==> src/rtl/perf_tcp_axil_cmd_master_if.sv <==
// AXI4-Lite bus bundle between the command master and a slave register file.
interface perf_tcp_axil_cmd_master_if #(
    parameter int ADDR_BITS = 64,
    parameter int DATA_BITS = 64
) ();
    logic                     awvalid;
    logic                     awready;
    logic [ADDR_BITS-1:0]     awaddr;
    logic [2:0]               awprot;
    logic                     wvalid;
    logic                     wready;
    logic [DATA_BITS-1:0]     wdata;
    logic [DATA_BITS/8-1:0]   wstrb;
    logic                     bvalid;
    logic                     bready;
    logic [1:0]               bresp;
    logic                     arvalid;
    logic                     arready;
    logic [ADDR_BITS-1:0]     araddr;
    logic [2:0]               arprot;
    logic                     rvalid;
    logic                     rready;
    logic [DATA_BITS-1:0]     rdata;
    logic [1:0]               rresp;

    modport master (
        output awvalid, awaddr, awprot, wvalid, wdata, wstrb, bready,
               arvalid, araddr, arprot, rready,
        input  awready, wready, bvalid, bresp, arready, rvalid, rdata, rresp
    );

    modport slave (
        input  awvalid, awaddr, awprot, wvalid, wdata, wstrb, bready,
               arvalid, araddr, arprot, rready,
        output awready, wready, bvalid, bresp, arready, rvalid, rdata, rresp
    );
endinterface

==> src/rtl/perf_tcp_axil_cmd_master.sv <==
// Single-outstanding AXI4-Lite initiator: one command in, one AXI transaction
// out, one response back. A watchdog parks the block in HUNG if the slave stops
// making progress. DATA_BITS must be 32 or 64; TIMEOUT_CYCLES must be >= 2.
//
// state   | meaning
// --------+---------------------------------------------------------------
// IDLE    | cmd_ready high, waiting for a command
// WR_REQ  | AW and W valids up, each dropped after its own handshake
// WR_RESP | bready high, waiting for B
// RD_REQ  | arvalid high, waiting for arready
// RD_RESP | rready high, waiting for R
// RSP     | rsp_valid high until rsp_ready
// HUNG    | watchdog fired; one timeout response, then dead until reset
module perf_tcp_axil_cmd_master #(
    parameter int ADDR_BITS      = 64,
    parameter int DATA_BITS      = 64,
    parameter int TIMEOUT_CYCLES = 1024
) (
    input  logic                   aclk,
    input  logic                   aresetn,
    input  logic                   cmd_valid,
    output logic                   cmd_ready,
    input  logic                   cmd_wr,
    input  logic [ADDR_BITS-1:0]   cmd_addr,
    input  logic [DATA_BITS-1:0]   cmd_wdata,
    input  logic [DATA_BITS/8-1:0] cmd_wstrb,
    output logic                   rsp_valid,
    input  logic                   rsp_ready,
    output logic                   rsp_wr,
    output logic [DATA_BITS-1:0]   rsp_rdata,
    output logic [1:0]             rsp_resp,
    output logic                   rsp_timeout,
    output logic                   busy,
    perf_tcp_axil_cmd_master_if.master axi_ctrl
);
    localparam int WDOG_BITS = $clog2(TIMEOUT_CYCLES + 1);
    // Down-counter reaches zero on the last allowed cycle; the next edge times out.
    localparam logic [WDOG_BITS-1:0] WDOG_LOAD = WDOG_BITS'(TIMEOUT_CYCLES - 1);

    typedef enum logic [2:0] {
        IDLE, WR_REQ, WR_RESP, RD_REQ, RD_RESP, RSP, HUNG
    } state_t;

    state_t                 state, state_nxt;
    logic                   wr_q;
    logic [ADDR_BITS-1:0]   addr_q;
    logic [DATA_BITS-1:0]   wdata_q;
    logic [DATA_BITS/8-1:0] wstrb_q;
    logic                   awvalid_q, wvalid_q, arvalid_q;
    logic                   hung_pend;
    logic [WDOG_BITS-1:0]   wdog;
    logic                   bready_c, rready_c;
    logic                   aw_hs, w_hs, ar_hs, b_hs, r_hs, hs_any;
    logic                   waiting, timeout;

    // bready/rready stay up in HUNG so a late reply is swallowed, not left stuck.
    assign bready_c = (state == WR_RESP) || (state == HUNG && wr_q);
    assign rready_c = (state == RD_RESP) || (state == HUNG && !wr_q);

    assign aw_hs  = awvalid_q && axi_ctrl.awready;
    assign w_hs   = wvalid_q  && axi_ctrl.wready;
    assign ar_hs  = arvalid_q && axi_ctrl.arready;
    assign b_hs   = bready_c  && axi_ctrl.bvalid;
    assign r_hs   = rready_c  && axi_ctrl.rvalid;
    assign hs_any = aw_hs || w_hs || ar_hs || b_hs || r_hs;

    assign waiting = (state == WR_REQ) || (state == WR_RESP) ||
                     (state == RD_REQ) || (state == RD_RESP);
    assign timeout = waiting && (wdog == '0) && !hs_any;

    assign axi_ctrl.awvalid = awvalid_q;
    assign axi_ctrl.awaddr  = addr_q;
    assign axi_ctrl.awprot  = 3'b000;
    assign axi_ctrl.wvalid  = wvalid_q;
    assign axi_ctrl.wdata   = wdata_q;
    assign axi_ctrl.wstrb   = wstrb_q;
    assign axi_ctrl.bready  = bready_c;
    assign axi_ctrl.arvalid = arvalid_q;
    assign axi_ctrl.araddr  = addr_q;
    assign axi_ctrl.arprot  = 3'b000;
    assign axi_ctrl.rready  = rready_c;
    assign rsp_wr           = wr_q;

    // State register.
    always_ff @(posedge aclk or negedge aresetn) begin
        if (!aresetn) state <= IDLE;
        else          state <= state_nxt;
    end

    // Next-state decode and handshake-side outputs.
    always_comb begin
        state_nxt = state;
        // Gating with aresetn keeps cmd_ready low while reset is held.
        cmd_ready = (state == IDLE) && aresetn;
        busy      = (state != IDLE);
        rsp_valid = (state == RSP) || (state == HUNG && hung_pend);
        unique case (state)
            IDLE:    if (cmd_valid) state_nxt = cmd_wr ? WR_REQ : RD_REQ;
            WR_REQ: begin
                if ((!awvalid_q || aw_hs) && (!wvalid_q || w_hs)) state_nxt = WR_RESP;
                else if (timeout)                                  state_nxt = HUNG;
            end
            WR_RESP: begin
                if (b_hs)         state_nxt = RSP;
                else if (timeout) state_nxt = HUNG;
            end
            RD_REQ: begin
                if (ar_hs)        state_nxt = RD_RESP;
                else if (timeout) state_nxt = HUNG;
            end
            RD_RESP: begin
                if (r_hs)         state_nxt = RSP;
                else if (timeout) state_nxt = HUNG;
            end
            RSP:     if (rsp_ready) state_nxt = IDLE;
            HUNG:    state_nxt = HUNG;
            default: state_nxt = IDLE;
        endcase
    end

    // Command capture, AXI valid tracking, watchdog and response registers.
    always_ff @(posedge aclk or negedge aresetn) begin
        if (!aresetn) begin
            wr_q        <= 1'b0;
            addr_q      <= '0;
            wdata_q     <= '0;
            wstrb_q     <= '0;
            awvalid_q   <= 1'b0;
            wvalid_q    <= 1'b0;
            arvalid_q   <= 1'b0;
            hung_pend   <= 1'b0;
            wdog        <= '0;
            rsp_rdata   <= '0;
            rsp_resp    <= 2'b00;
            rsp_timeout <= 1'b0;
        end else begin
            if (state == IDLE && cmd_valid) begin
                wr_q      <= cmd_wr;
                addr_q    <= cmd_addr;
                wdata_q   <= cmd_wdata;
                wstrb_q   <= cmd_wstrb;
                awvalid_q <= cmd_wr;
                wvalid_q  <= cmd_wr;
                arvalid_q <= !cmd_wr;
            end else begin
                if (aw_hs) awvalid_q <= 1'b0;
                if (w_hs)  wvalid_q  <= 1'b0;
                if (ar_hs) arvalid_q <= 1'b0;
            end

            if (hs_any || state_nxt != state) wdog <= WDOG_LOAD;
            else if (waiting && wdog != '0)   wdog <= wdog - 1'b1;

            if (state == WR_RESP && b_hs) begin
                rsp_rdata   <= '0;
                rsp_resp    <= axi_ctrl.bresp;
                rsp_timeout <= 1'b0;
            end
            if (state == RD_RESP && r_hs) begin
                rsp_rdata   <= axi_ctrl.rdata;
                rsp_resp    <= axi_ctrl.rresp;
                rsp_timeout <= 1'b0;
            end

            if (timeout) begin
                rsp_rdata   <= '0;
                rsp_resp    <= 2'b10;
                rsp_timeout <= 1'b1;
                hung_pend   <= 1'b1;
            end else if (state == HUNG && rsp_ready) begin
                hung_pend   <= 1'b0;
            end
        end
    end
endmodule
==> src/flat_wrapper.sv <==
// flat-port wrapper written by rule: the top's interface ports become plain ports
module perf_tcp_axil_cmd_master_flat 
#(
    parameter int ADDR_BITS      = 64,
    parameter int DATA_BITS      = 64,
    parameter int TIMEOUT_CYCLES = 1024
)
  (aclk, aresetn, cmd_valid, cmd_ready, cmd_wr, cmd_addr, cmd_wdata, cmd_wstrb, rsp_valid, rsp_ready, rsp_wr, rsp_rdata, rsp_resp, rsp_timeout, busy, axi_ctrl_awvalid, axi_ctrl_awaddr, axi_ctrl_awprot, axi_ctrl_wvalid, axi_ctrl_wdata, axi_ctrl_wstrb, axi_ctrl_bready, axi_ctrl_arvalid, axi_ctrl_araddr, axi_ctrl_arprot, axi_ctrl_rready, axi_ctrl_awready, axi_ctrl_wready, axi_ctrl_bvalid, axi_ctrl_bresp, axi_ctrl_arready, axi_ctrl_rvalid, axi_ctrl_rdata, axi_ctrl_rresp);
  perf_tcp_axil_cmd_master_if #(.ADDR_BITS(ADDR_BITS), .DATA_BITS(DATA_BITS)) axi_ctrl_i ();
  input  logic aclk;
  input  logic aresetn;
  input  logic cmd_valid;
  output logic cmd_ready;
  input  logic cmd_wr;
  input  logic [ADDR_BITS-1:0] cmd_addr;
  input  logic [DATA_BITS-1:0] cmd_wdata;
  input  logic [DATA_BITS/8-1:0] cmd_wstrb;
  output logic rsp_valid;
  input  logic rsp_ready;
  output logic rsp_wr;
  output logic [DATA_BITS-1:0] rsp_rdata;
  output logic [1:0] rsp_resp;
  output logic rsp_timeout;
  output logic busy;
  output wire logic [$bits(axi_ctrl_i.awvalid)-1:0] axi_ctrl_awvalid;
  output wire logic [$bits(axi_ctrl_i.awaddr)-1:0] axi_ctrl_awaddr;
  output wire logic [$bits(axi_ctrl_i.awprot)-1:0] axi_ctrl_awprot;
  output wire logic [$bits(axi_ctrl_i.wvalid)-1:0] axi_ctrl_wvalid;
  output wire logic [$bits(axi_ctrl_i.wdata)-1:0] axi_ctrl_wdata;
  output wire logic [$bits(axi_ctrl_i.wstrb)-1:0] axi_ctrl_wstrb;
  output wire logic [$bits(axi_ctrl_i.bready)-1:0] axi_ctrl_bready;
  output wire logic [$bits(axi_ctrl_i.arvalid)-1:0] axi_ctrl_arvalid;
  output wire logic [$bits(axi_ctrl_i.araddr)-1:0] axi_ctrl_araddr;
  output wire logic [$bits(axi_ctrl_i.arprot)-1:0] axi_ctrl_arprot;
  output wire logic [$bits(axi_ctrl_i.rready)-1:0] axi_ctrl_rready;
  input wire logic [$bits(axi_ctrl_i.awready)-1:0] axi_ctrl_awready;
  input wire logic [$bits(axi_ctrl_i.wready)-1:0] axi_ctrl_wready;
  input wire logic [$bits(axi_ctrl_i.bvalid)-1:0] axi_ctrl_bvalid;
  input wire logic [$bits(axi_ctrl_i.bresp)-1:0] axi_ctrl_bresp;
  input wire logic [$bits(axi_ctrl_i.arready)-1:0] axi_ctrl_arready;
  input wire logic [$bits(axi_ctrl_i.rvalid)-1:0] axi_ctrl_rvalid;
  input wire logic [$bits(axi_ctrl_i.rdata)-1:0] axi_ctrl_rdata;
  input wire logic [$bits(axi_ctrl_i.rresp)-1:0] axi_ctrl_rresp;
  assign axi_ctrl_awvalid = axi_ctrl_i.awvalid;
  assign axi_ctrl_awaddr = axi_ctrl_i.awaddr;
  assign axi_ctrl_awprot = axi_ctrl_i.awprot;
  assign axi_ctrl_wvalid = axi_ctrl_i.wvalid;
  assign axi_ctrl_wdata = axi_ctrl_i.wdata;
  assign axi_ctrl_wstrb = axi_ctrl_i.wstrb;
  assign axi_ctrl_bready = axi_ctrl_i.bready;
  assign axi_ctrl_arvalid = axi_ctrl_i.arvalid;
  assign axi_ctrl_araddr = axi_ctrl_i.araddr;
  assign axi_ctrl_arprot = axi_ctrl_i.arprot;
  assign axi_ctrl_rready = axi_ctrl_i.rready;
  assign axi_ctrl_i.awready = axi_ctrl_awready;
  assign axi_ctrl_i.wready = axi_ctrl_wready;
  assign axi_ctrl_i.bvalid = axi_ctrl_bvalid;
  assign axi_ctrl_i.bresp = axi_ctrl_bresp;
  assign axi_ctrl_i.arready = axi_ctrl_arready;
  assign axi_ctrl_i.rvalid = axi_ctrl_rvalid;
  assign axi_ctrl_i.rdata = axi_ctrl_rdata;
  assign axi_ctrl_i.rresp = axi_ctrl_rresp;
  perf_tcp_axil_cmd_master #(.ADDR_BITS(ADDR_BITS), .DATA_BITS(DATA_BITS), .TIMEOUT_CYCLES(TIMEOUT_CYCLES)) u_core (.aclk(aclk), .aresetn(aresetn), .cmd_valid(cmd_valid), .cmd_ready(cmd_ready), .cmd_wr(cmd_wr), .cmd_addr(cmd_addr), .cmd_wdata(cmd_wdata), .cmd_wstrb(cmd_wstrb), .rsp_valid(rsp_valid), .rsp_ready(rsp_ready), .rsp_wr(rsp_wr), .rsp_rdata(rsp_rdata), .rsp_resp(rsp_resp), .rsp_timeout(rsp_timeout), .busy(busy), .axi_ctrl(axi_ctrl_i));
endmodule
==> config.mk <==
export PLATFORM = sky130hd
export DESIGN_NAME = perf_tcp_axil_cmd_master_flat
export DESIGN_NICKNAME = d
export VERILOG_FILES = /design/src/rtl/perf_tcp_axil_cmd_master_if.sv /design/src/rtl/perf_tcp_axil_cmd_master.sv /design/src/flat_wrapper.sv
export SDC_FILE = /design/constraint.sdc
export NUM_CORES = 1
export LEC_CHECK = 0
export BUFFER_PORTS_ARGS = -buffer_cell sky130_fd_sc_hd__buf_2
export CAP_MARGIN = 20
export CORE_AREA = 2 2 194 196
export DETAILED_ROUTE_END_ITERATION = 8
export DIE_AREA = 0 0 196 198
export GPL_ROUTABILITY_DRIVEN = 0
export GPL_TIMING_DRIVEN = 0
export PLACE_DENSITY = 0.47
export SKIP_CTS_REPAIR_TIMING = 1
export SYNTH_ARGS = -nofsm -noshare
export SYNTH_HDL_FRONTEND = slang
export SYNTH_SLANG_ARGS = --single-unit
==> constraint.sdc <==
create_clock -name aclk -period 4.08 [get_ports aclk]
set_clock_uncertainty 0.05 [all_clocks]
set_input_delay 0.204 -clock aclk [delete_from_list [all_inputs] [get_ports aclk]]
set_output_delay 0.204 -clock aclk [all_outputs]
set_load 0.02 [all_outputs]
==> tab_implementation.tex <==
\begin{tabular}{lr}
\hline
Metric & Value \\
\hline
\multicolumn{2}{l}{\textbf{Status}} \\
\quad Result of the run & completed \\
\multicolumn{2}{l}{\textbf{Timing}} \\
\quad Setup violation total in the final timing report & 0 \\
\quad Tightest Pin Transition & 0.885 ns \\
\quad Hold Fails Final Rpt & 0 \\
\quad Final Slew Violations & 0 \\
\quad Fraction of the cycle the final worst path needs & 67.4\% \\
\quad Worst rel slew slack & 41.0\% \\
\quad Final Critical Period & 2.75 ns \\
\quad Setup repair after global routing missed its margin & no \\
\quad Fmax & 0.364 GHz \\
\multicolumn{2}{l}{\textbf{Cells and area}} \\
\quad Utilization of the core after routing & 41.9\% \\
\quad Most frequent cells in the layout & 505 x buf\_2, 431 x nand2\_1, 222 x dfrtp\_1 \\
\quad Number of diodes added for antenna fixing & 0 \\
\quad Most common cell after layout, fill and taps aside & buf\_2 \\
\quad Area Growth Syn to Fin & 66.0\% \\
\quad Fraction of layout cells with a size suffix above 1 & 37.6\% \\
\quad Layout Nets & 1,895 \\
\quad Final Instance Area & 15,500 um\^{}2 \\
\multicolumn{2}{l}{\textbf{Yosys}} \\
\quad Area share of the leading cell type in the synthesized netlist & 59.6\% \\
\quad Distinct cell type count after synthesis & 54 \\
\quad Post-Syn Area per Cell & 9.83 um\^{}2 \\
\quad Library cell with the largest summed area after synthesis & dfrtp\_1 \\
\quad Syn Std Cell Area & 9320 um\^{}2 \\
\quad Cell types occupying the most area after synthesis & dfrtp\_1 60\%, nand2\_1 17\%, a22o\_1 6.0\% \\
\quad Post-synthesis cell count & 948 \\
\quad Yosys reg bits & 222 \\
\quad Most instantiated flip-flop cell in the synthesis netlist & dfrtp\_1 \\
\quad Number of flops mapped to enable cells by yosys & 0 \\
\quad Fraction of the yosys area taken by sequential cells & 59.6\% \\
\quad YS warnings & 0 \\
\quad Async set-reset flop share out of synthesis & 100\% \\
\multicolumn{2}{l}{\textbf{Route}} \\
\quad Remaining design rule violation count & 0 \\
\quad Final wirelength & 34,300 um \\
\quad Remaining antenna violation count after routing & 0 \\
\quad Via-to-Cell Ratio & 4.26 \\
\quad Number of iterations in the first detailed-routing pass & 4 \\
\quad Total via count in the routed design & 9,263 \\
\quad Drt initial violations & 317 \\
\quad Routed wire per std cell & 15.8 um \\
\multicolumn{2}{l}{\textbf{CTS}} \\
\quad Total clock buffers created by CTS & 27 \\
\quad CTS tree & yes \\
\quad Clock sink count & 222 \\
\quad Maximum count of clock buffers along a single path & 3 \\
\quad Clock root buffer master & clkbuf\_16 \\
\quad Clock latency at the later pin of the worst-skew pair & 0.54 ns \\
\quad Number of H-tree levels & 1 \\
\quad Clock slew at reported path FFs & 0.06 ns \\
\multicolumn{2}{l}{\textbf{GRT}} \\
\quad Largest net degree at the start of global routing & 98 \\
\quad Global-route total usage across every layer & 16.1\% \\
\quad Number of global-route vias before repair & 8,271 \\
\quad Antenna violations before repair & 0 \\
\quad First-pass GRT wire length & 48,700 um \\
\quad Total gr overflow & 0 \\
\multicolumn{2}{l}{\textbf{Worst setup path}} \\
\quad Register-to-register path setup slack & 1.33 ns \\
\quad Worst setup path class & flop to flop \\
\quad Crit path DAT & 3.18 ns \\
\quad Required time of the critical path & 4.51 ns \\
\quad Crit. End Element & flop \\
\quad CP Max Fanout & 10 \\
\quad Type of origin of the critical path & flop \\
\multicolumn{2}{l}{\textbf{Power}} \\
\quad Power density over the cells & 794 nW/um\^{}2 \\
\quad Cell leakage power & 8.52 nW \\
\quad Peak ir drop on the vdd network & 0.397 mV \\
\multicolumn{2}{l}{\textbf{Job}} \\
\quad Maxcap violations & 0 \\
\multicolumn{2}{l}{\textbf{Floorplanning}} \\
\quad Effective utilization at floorplan & 25.2\% \\
\quad Placeable Area & 37,000 um\^{}2 \\
\quad Horizontal die dimension & 196 um \\
\quad Cell Rows & 71 \\
\quad Die outline area & 38,800 um\^{}2 \\
\quad Die Span Y & 198 um \\
\quad IO Count & 496 \\
\multicolumn{2}{l}{\textbf{Placed design}} \\
\quad Placement-stage cell area & 12,400 um\^{}2 \\
\quad Number of port buffers & 489 \\
\quad Estimated wirelength of the detail-placed design & 24,700 um \\
\multicolumn{2}{l}{\textbf{Hold path}} \\
\quad Worst hold path type & input port to flop \\
\hline
\end{tabular}
worst paths after layout:
path	from	to	cells after the start
worst max-delay path	u_core.state[1]	u_core.axi_ctrl.araddr[27]	7
worst min-delay path	axi_ctrl_bresp[1]	u_core.rsp_resp[1]	3
worst max register to register	u_core.state[1]	u_core.axi_ctrl.araddr[27]	7
worst min register to register	u_core.axi_ctrl.wdata[58]	u_core.axi_ctrl.wdata[58]	2
max in group asynchronous	aresetn	u_core.axi_ctrl.araddr[57]	4
min in group asynchronous	aresetn	u_core.rsp_rdata[30]	2
cell usage after synthesis, types with 4 or more instances:
| master | number |
|---|---|
| dfrtp_1 | 222 |
| nor2_1 | 5 |
| buf_2 | 17 |
| nand2b_1 | 9 |
| o21ai_0 | 9 |
| mux2i_1 | 4 |
| nor3_1 | 5 |
| clkbuf_1 | 24 |
| nor2b_1 | 5 |
| nand3_1 | 7 |
| inv_1 | 6 |
| nand2_1 | 431 |
| o211ai_1 | 5 |
| a22o_1 | 64 |
| buf_4 | 70 |
| a21oi_1 | 6 |
| buf_6 | 7 |
stage by stage:
step	setup slack (ns)	instances	hold WS [ns]	total power (W)	setup TNS [ns]
3_3_place_gp	-1.55	1916	0.344	0.00960	-336.89
4_1_cts	1.13	1968	-0.572	0.0123	0
3_5_place_dp	1.14	1918	0.0317	0.00963	0
5_1_grt	0.983	2174	0.0571	0.0131	0
2_1_floorplan	2.10	953	-0.142	0.00742	0
6_report	1.33	2174	0.0438	0.0123	0
report_power, final:
group / switching, W / leakage (nW) / internal (W)
logic: 0.00365 / 5.27 / 0.00223
clock network: 0.00102 / 0.470 / 0.00155
registers: 0.000652 / 2.78 / 0.00319
total: 0.00532 / 8.52 / 0.00696
layout make-up:
cell class / instances / area [um^2]
Multi-Input combinational cell: 604 / 2970
Timing Repair Buffer: 697 / 4570
Tap cell: 474 / 593
Clock inverter: 14 / 186
Inverter: 6 / 22.5
Sequential cell: 222 / 5560
Fill cell: 3699 / 21500
Buffer: 121 / 791
Clock buffer: 36 / 779
logic make-up (layout without fill, tap and decap cells):
logic type | Yosys count | count (layout) | synth area share (%)
multiplexers | 4 | 4 | 0.430
flip-flops | 222 | 222 | 59.6
other | 1 | 6 | 0.0402
AO/OA/AOI/OAI | 106 | 106 | 9.28
adder cells (fa/ha/maj) | 2 | 2 | 0.268
buffers and inverters | 127 | 874 | 8.73
AND/OR/NAND/NOR | 480 | 480 | 21.1
XOR/XNOR | 6 | 6 | 0.564
registers in the layout, summed over array words and instances, names as in the netlist, 2 cells and up:
signal,count
u_core.axi_ctrl.araddr,64
u_core.axi_ctrl.wdata,64
u_core.axi_ctrl.wstrb,8
u_core.rsp_rdata,64
u_core.rsp_resp,2
u_core.state,3
u_core.wdog,11
metal layers:
metal	part of all wire, %	wire [um]	up-vias	global-route usage, %
met5	0	0	-	0
li1	-	-	4472	-
met4	2.2	744	0	4.55
met2	49	16800	384	27.5
met1	42	14400	4355	19.8
met3	7.0	2400	52	4.67
worst max-delay path, cell delays in order, from the launching register on:
cell	delay [ns]
dfrtp_1	0.40
buf_2	0.20
buf_1	0.25
nor3_1	0.54
clkbuf_1	0.67
buf_2	0.39
nand2_1	0.12
nand2_1	0.07
Power figures use the tool's default switching activity.
